## src/rtl/demux_router_if.sv

```systemverilog
// Handshake bundle for demux_router: one producer-side input stream and
// N_OUT consumer-side channels packed into flat vectors.
interface demux_router_if #(
  parameter int WIDTH = 8,
  parameter int N_OUT = 4
) ();
  localparam int SEL_W = $clog2(N_OUT);

  logic [WIDTH-1:0]       In_data;
  logic [SEL_W-1:0]       In_sel;
  logic                   In_valid;
  logic                   In_ready;
  logic [N_OUT*WIDTH-1:0] Out_data;
  logic [N_OUT-1:0]       Out_valid;
  logic [N_OUT-1:0]       Out_ready;
  logic [7:0]             Drop_cnt;
  logic                   Busy;

  // Producer/consumer side (drives the router's inputs)
  modport master (
    output In_data, In_sel, In_valid, Out_ready,
    input  In_ready, Out_data, Out_valid, Drop_cnt, Busy
  );

  // Router side
  modport slave (
    input  In_data, In_sel, In_valid, Out_ready,
    output In_ready, Out_data, Out_valid, Drop_cnt, Busy
  );
endinterface

```

## src/rtl/demux_router.sv

```systemverilog
// Clocked 1-to-N demultiplexer. Each output channel owns a one-entry holding
// register with a valid/ready handshake; a stalled channel only backpressures
// words addressed to it. Words with an out-of-range select are dropped and
// counted (saturating at 255).
module demux_router #(
  parameter int WIDTH = 8,
  parameter int N_OUT = 4
) (
  input logic            Clk,
  input logic            Rst_n,
  demux_router_if.slave  bus
);
  localparam int SEL_W = $clog2(N_OUT);

  typedef enum logic {
    EMPTY = 1'b0,
    FULL  = 1'b1
  } ch_state_e;

  ch_state_e              state_q [N_OUT];
  ch_state_e              state_d [N_OUT];
  logic [N_OUT*WIDTH-1:0] data_q;
  logic [N_OUT*WIDTH-1:0] data_d;
  logic [7:0]             drop_q;
  logic [7:0]             drop_d;
  logic                   busy_q;
  logic                   busy_d;

  logic [N_OUT-1:0]       hit_s;
  logic [N_OUT-1:0]       drain_s;
  logic [N_OUT-1:0]       valid_d_s;
  logic                   in_range_s;
  logic                   ready_s;
  logic                   accept_s;

  // Select decode, input-ready and per-channel next state / next data
  always_comb begin
    ready_s    = 1'b1;
    hit_s      = '0;
    drain_s    = '0;
    valid_d_s  = '0;
    data_d     = data_q;
    drop_d     = drop_q;
    for (int i = 0; i < N_OUT; i++) begin
      state_d[i] = state_q[i];
      drain_s[i] = (state_q[i] == FULL) && bus.Out_ready[i];
      if (bus.In_sel == SEL_W'(i)) begin
        hit_s[i] = 1'b1;
        ready_s  = (state_q[i] == EMPTY) || bus.Out_ready[i];
      end else begin
        hit_s[i] = 1'b0;
      end
    end
    in_range_s = |hit_s;
    accept_s   = bus.In_valid && ready_s;

    for (int i = 0; i < N_OUT; i++) begin
      case (state_q[i])
        EMPTY: begin
          if (accept_s && hit_s[i]) begin
            state_d[i]                = FULL;
            data_d[i*WIDTH +: WIDTH]  = bus.In_data;
          end else begin
            state_d[i] = EMPTY;
          end
        end
        FULL: begin
          if (accept_s && hit_s[i]) begin
            // drain and refill in the same cycle keeps full throughput
            state_d[i]                = FULL;
            data_d[i*WIDTH +: WIDTH]  = bus.In_data;
          end else if (drain_s[i]) begin
            state_d[i] = EMPTY;
          end else begin
            state_d[i] = FULL;
          end
        end
        default: begin
          state_d[i] = EMPTY;
        end
      endcase
      valid_d_s[i] = (state_d[i] == FULL);
    end

    if (accept_s && !in_range_s) begin
      if (drop_q == 8'd255) begin
        drop_d = drop_q;
      end else begin
        drop_d = drop_q + 8'd1;
      end
    end else begin
      drop_d = drop_q;
    end
    busy_d = |valid_d_s;
  end

  // Channel state, holding registers and drop counter with synchronous reset
  always_ff @(posedge Clk) begin
    if (!Rst_n) begin
      for (int i = 0; i < N_OUT; i++) begin
        state_q[i] <= EMPTY;
      end
      data_q <= '0;
      drop_q <= 8'd0;
      busy_q <= 1'b0;
    end else begin
      for (int i = 0; i < N_OUT; i++) begin
        state_q[i] <= state_d[i];
      end
      data_q <= data_d;
      drop_q <= drop_d;
      busy_q <= busy_d;
    end
  end

  // Output mapping: everything but In_ready comes straight from flops
  always_comb begin
    for (int i = 0; i < N_OUT; i++) begin
      bus.Out_valid[i] = (state_q[i] == FULL);
    end
    bus.In_ready = ready_s;
    bus.Out_data = data_q;
    bus.Drop_cnt = drop_q;
    bus.Busy     = busy_q;
  end
endmodule

```

## src/flat_wrapper.sv

```systemverilog
// flat-port wrapper written by rule: the top's interface ports become plain ports
module demux_router_flat 
#(
  parameter int WIDTH = 8,
  parameter int N_OUT = 4
)
  (Clk, Rst_n, bus_In_data, bus_In_sel, bus_In_valid, bus_Out_ready, bus_In_ready, bus_Out_data, bus_Out_valid, bus_Drop_cnt, bus_Busy);
  demux_router_if #(.WIDTH(WIDTH), .N_OUT(N_OUT)) bus_i ();
  input logic Clk;
  input logic Rst_n;
  input wire logic [$bits(bus_i.In_data)-1:0] bus_In_data;
  input wire logic [$bits(bus_i.In_sel)-1:0] bus_In_sel;
  input wire logic [$bits(bus_i.In_valid)-1:0] bus_In_valid;
  input wire logic [$bits(bus_i.Out_ready)-1:0] bus_Out_ready;
  output wire logic [$bits(bus_i.In_ready)-1:0] bus_In_ready;
  output wire logic [$bits(bus_i.Out_data)-1:0] bus_Out_data;
  output wire logic [$bits(bus_i.Out_valid)-1:0] bus_Out_valid;
  output wire logic [$bits(bus_i.Drop_cnt)-1:0] bus_Drop_cnt;
  output wire logic [$bits(bus_i.Busy)-1:0] bus_Busy;
  assign bus_i.In_data = bus_In_data;
  assign bus_i.In_sel = bus_In_sel;
  assign bus_i.In_valid = bus_In_valid;
  assign bus_i.Out_ready = bus_Out_ready;
  assign bus_In_ready = bus_i.In_ready;
  assign bus_Out_data = bus_i.Out_data;
  assign bus_Out_valid = bus_i.Out_valid;
  assign bus_Drop_cnt = bus_i.Drop_cnt;
  assign bus_Busy = bus_i.Busy;
  demux_router #(.WIDTH(WIDTH), .N_OUT(N_OUT)) u_core (.Clk(Clk), .Rst_n(Rst_n), .bus(bus_i));
endmodule
```

## config.mk

```make
export PLATFORM = sky130hd
export DESIGN_NAME = demux_router_flat
export DESIGN_NICKNAME = d
export VERILOG_FILES = /design/src/rtl/demux_router_if.sv /design/src/rtl/demux_router.sv /design/src/flat_wrapper.sv
export SDC_FILE = /design/constraint.sdc
export NUM_CORES = 1
export LEC_CHECK = 0
export ABC_AREA = 1
export BUFFER_PORTS_ARGS = -buffer_cell sky130_fd_sc_hd__buf_2
export CAP_MARGIN = 10
export CORE_ASPECT_RATIO = 0.7
export CORE_MARGIN = 3
export CORE_UTILIZATION = 40
export DETAILED_ROUTE_END_ITERATION = 10
export HOLD_SLACK_MARGIN = 0.12
export PLACE_DENSITY = 0.71
export SLEW_MARGIN = 10
export SYNTH_ARGS = -nofsm -noshare
export SYNTH_HDL_FRONTEND = slang
export SYNTH_SLANG_ARGS = --single-unit
```

## constraint.sdc

```tcl
create_clock -name Clk -period 2.58 [get_ports Clk]
set_clock_uncertainty 0.05 [all_clocks]
set_input_delay 0.774 -clock Clk [delete_from_list [all_inputs] [get_ports Clk]]
set_output_delay 0.774 -clock Clk [all_outputs]
set_load 0.02 [all_outputs]
```

Word-level counts from Yosys, hierarchy flattened
Memory sizes are Yosys's and may differ from the RTL's. Index checks and enable logic that the tools add are counted.

Flip-flop bits (word level): 41. Bits in writable memories: 4. Memories: 1. Output and inout bits: 46.

Add/sub/neg operators: 1. Reduce and logical (&&, ||, !) cells: 19. Equality and inequality tests: 4. Multiplexer cells: 34. Bitwise operators: 9.

Memory list: u_core.state_q (words 4, bits a word 1, read ports 4, clocked after memory_dff 0, write ports 4, line demux_router.sv:20) `ch_state_e state_q [N_OUT];`.

Operators by type and width (number): $mux W8 (4); $mux W1 (26); $logic_and A1 B1 Y1 (10); $add A8 B1 Y8 const B (1); $eq A8 B8 Y1 const B (1); $pmux W1 S2 (4); $reduce_or A4 Y1 (2); $not A1 Y1 (5); $eq A2 B2 Y1 const B (2); $logic_or A1 B1 Y1 (4); $or A1 B1 Y1 (4); $eq A2 B1 Y1 const B (1); $logic_not A2 Y1 (1); $reduce_and A2 Y1 (1); $logic_not A1 Y1 (1).

Depth between registers and ports, before layout
Word-level depth: 11. Gate-level depth with buffers: 9. Depth with buffers taken out: 9.

Least setup slack after synthesis
OpenSTA, ideal clock, no wires.

Path type: input to output. Start point: input port bus_In_sel[1]. End point: output port bus_In_ready. Arrival time: 1.346 ns. Setup slack: 0.410 ns. Path buffers: 0. Stages: 3. Data required time: 1.756 ns. Cell sequence: nand2_1 nand2_4 o22ai_4.

Cells in the longest elaborated chain, start to end: 5.

RTL lines: start: declaration (line flat_wrapper.sv:12) `input wire logic [$bits(bus_i.In_sel)-1:0] bus_In_sel;`; $logic_not A2 Y1 (line demux_router.sv:47) `if (bus.In_sel == SEL_W'(i)) begin`; $mux W1 (3 in a row) (line demux_router.sv:47); $mux W1 * (line demux_router.sv:47); end: declaration (line flat_wrapper.sv:15) `output wire logic [$bits(bus_i.In_ready)-1:0] bus_In_ready;`.

Mark *: on every way between the ends. The rest lies on a longest branch, timed or not.

Worst setup path after layout
Start point: input port bus_Out_ready[0]. End point: output port bus_In_ready.

Cells in the longest elaborated chain, start to end: 5.

RTL lines: start: declaration (line flat_wrapper.sv:14) `input wire logic [$bits(bus_i.Out_ready)-1:0] bus_Out_ready;`; $logic_or A1 B1 Y1 (line demux_router.sv:49) `ready_s = (state_q[i] == EMPTY) || bus.Out_ready[i];`; $mux W1 (4 in a row) (line demux_router.sv:47).

Every way passes these cells.

==> flow_metrics.env <==
export IMPL_crit_path_frequent_cell="buf_2"
export IMPL_dieArea_um2=5220
export IMPL_cts_tree="done"
export IMPL_syn_inst=203
export IMPL_post_cts_buffers=0
export IMPL_grt_pass1_wl_mm=6.34
export IMPL_avgSynthCellArea_um2=8.63
export IMPL_cp_max_fo=2
export IMPL_tightest_slew_ns=0.378
export IMPL_worstSetupPathType="in2out"
export IMPL_clock_latency_ns=0.30
export IMPL_hold_path_class="reg2reg"
export IMPL_syn_to_final_growth_pct=26.1
export IMPL_drive_gt1_share_pct=31.8
export IMPL_max_freq_mhz=426
export IMPL_antenna_found_initial=0
export IMPL_fin_crit_ns=2.35
export IMPL_postCtsHoldBufs=0
export IMPL_synth_seq_cells=45
export IMPL_dr_first_iter_drc_count=30
export IMPL_first_global_vias=1293
export IMPL_dr_pass1_iters=4
export IMPL_clk_path_buf_depth=2
export IMPL_critical_path_top_delay_family="simple AND/OR/NAND/NOR gates"
export IMPL_ios=63
export IMPL_grt_overflow_total=0
export IMPL_slowest_delay_ns=0.21
export IMPL_grt_setup_unrepaired="false"
export IMPL_die_y_um=61.4
export IMPL_cts_resized_gates=0
export IMPL_status="finished, final reports clean"
export IMPL_io_buffers=62
export IMPL_ant_nets=0
export IMPL_grt_usage_pct=16.3
export IMPL_power_density_nw_per_um2=660
export IMPL_h_tree_depth=2
export IMPL_yosys_warnings=0
export IMPL_cts_clk_slew_worst_paths_ns=0.09
export IMPL_viasPerCell=4.60
export IMPL_grt_max_degree=23
export IMPL_crit_buf_inv=2
export IMPL_start_util_pct=43.1
export IMPL_cp_start_kind="input port"
export IMPL_worst_ep_arrival_time_ns=1.52
export IMPL_cp_cell_sequence="buf_2 -> nor2_1 -> nand2_2 -> nand2_4 -> o22ai_4 -> buf_2"
export IMPL_setup_ws_ns=0.233
export IMPL_worst_setup_path_end_kind="output port"
export IMPL_antenna_cells=0
export IMPL_cts_sinks=45
export IMPL_hold_viol=0
export IMPL_synth_area_leaders="dfxtp_1 (51%), a21oi_1 (9.7%), inv_1 (8.8%)"
export IMPL_yosysMostFrequentCell="dfxtp_1"
export IMPL_yosysSeqAreaShare_pct=51.4
export IMPL_gp_congestion=0.756
export IMPL_setup_viol=0
export IMPL_syn_nets=220
export IMPL_synth_edff_count=0
export IMPL_dpl_hpwl_mm=2.93
export IMPL_die_w_um=85.1
export IMPL_drc=0
export IMPL_core_area_um2=4070
export IMPL_num_vias=1468
export IMPL_synth_common_cells="dfxtp_1 (45), inv_1 (41), a21oi_1 (34)"
export IMPL_synth_top_area_share_pct=51.4
export IMPL_cp_data_required_time_ns=1.76
export IMPL_syn_area_um2=1750
export IMPL_cts_buffers=5
export IMPL_pre_cts_ws_ns=0.230
export IMPL_cp_slowest_cell="nor2_1"
export IMPL_cap_violations=0
export IMPL_ir_drop_mv=0.378
export IMPL_wl_per_cell_um=12.6
export IMPL_nets=283
export IMPL_slew_violations=0
export IMPL_async_flop_share_pct=0
export IMPL_slew_headroom_pct=74.8
export IMPL_leakagePower_nw=1.06
export IMPL_timing_final_crit_share_pct=91.0
export IMPL_yosys_area_top_type="dfxtp_1"
export IMPL_nFillCells=385
export IMPL_num_rows=19
export IMPL_tns_ns=0
export IMPL_cts_root_buffer="clkbuf_8"
export IMPL_synth_cell_type_count=22
export IMPL_wirelength_mm=4.01
export IMPL_ys_flop_type="dfxtp_1"
-- through the flow --
stage / util, % / hold slack (ns) / total power [mW] / instance area, um2 / std cells
3_3_place_gp: 51.4 / 0.361 / 0.920 / 2090 / 311
4_1_cts: 54.3 / 0.383 / 1.48 / 2210 / 319
6_report: 54.3 / 0.379 / 1.46 / 2210 / 319
2_1_floorplan: - / 0.456 / 0.858 / 1750 / 203
5_1_grt: 54.3 / 0.400 / 1.53 / 2210 / 319
3_5_place_dp: 51.4 / 0.365 / 0.923 / 2090 / 311
-- cell type report --
type | count | area [um2] | share of cell area, %
flip-flops and latches | 45 | 901 | 40.8
inverters | 42 | 158 | 7.14
well taps | 52 | 65.1 | 2.95
clock buffers | 6 | 82.6 | 3.74
clock inverters | 2 | 37.5 | 1.70
multi-input cells | 108 | 639 | 29.0
repair buffers | 64 | 325 | 14.7
-- kinds of logic after synthesis --
| group | synth area share, % |
|---|---|
| AO/OA/AOI/OAI | 19.6 |
| buffers and inverters | 12.1 |
| AND/OR/NAND/NOR | 16.9 |
| flip-flops | 51.4 |
-- routing by layer --
| layer | global-route usage [%] | share of wire (%) |
|---|---|---|
| met5 | 0 | 0 |
| met2 | 23.7 | 39 |
| met3 | 6.42 | 9.3 |
| met1 | 22.1 | 51 |
| met4 | 6.09 | 1.1 |
-- sequential cells by signal (all words and copies together), names as in the netlist --
| name | count |
|---|---|
| u_core.bus.Out_data | 32 |
| u_core.bus.Busy | 1 |
| u_core.bus.Drop_cnt | 8 |
| u_core.state_q | 4 |
-- final timing paths --
| kind | slack [ns] | startpoint | cells after the start | endpoint |
|---|---|---|---|---|
| setup reg to reg | 1.11 | u_core.state_q[0][0] | 9 | u_core.bus.Busy |
| hold reg to reg | 0.38 | u_core.bus.Drop_cnt[3] | 2 | u_core.bus.Drop_cnt[3] |
| hold / removal | 0.38 | u_core.bus.Drop_cnt[3] | 2 | u_core.bus.Drop_cnt[3] |
| setup / recovery | 0.23 | bus_Out_ready[0] | 6 | bus_In_ready |
-- worst reg2reg max path, delay by kind of cell, from the launching register on --
kind / cells / cell delay (ns)
DFF: 1 / 0.33
and+or+nand+nor: 7 / 0.86
buffers and inverters: 1 / 0.04
AOI/OAI and AO/OA: 1 / 0.09
-- power breakdown --
part	leakage, nW	internal [mW]	switching [mW]
registers	0.366	0.720	0.0120
clock network	0.0574	0.315	0.237
logic	0.633	0.0562	0.118
total	1.06	1.09	0.367
-- placed cells by master (no fill, tap or decap) --
cell        Yosys  final
o21ai_2         2      2
nor2_1          5      5
nand3_4         1      1
nand2_4         2      2
nand3_1         2      2
bufinv_16       0      1
nand2_1        23     23
buf_2           1     62
nand4_4         3      3
a21oi_1        34     34
dfxtp_1        45     45
o22ai_4         1      1
o21ai_0        21     21
clkbuf_8        0      6
inv_1          41     41
buf_4           0      2
clkinv_1        1      1
o2bb2ai_1       1      1
o21ai_1         1      1
a21oi_2         2      2
nand2_2         1      1
clkinvlp_4      0      1
nand4_1         8      8
nor2_8          1      1
(Power assumes the default switching activity.)
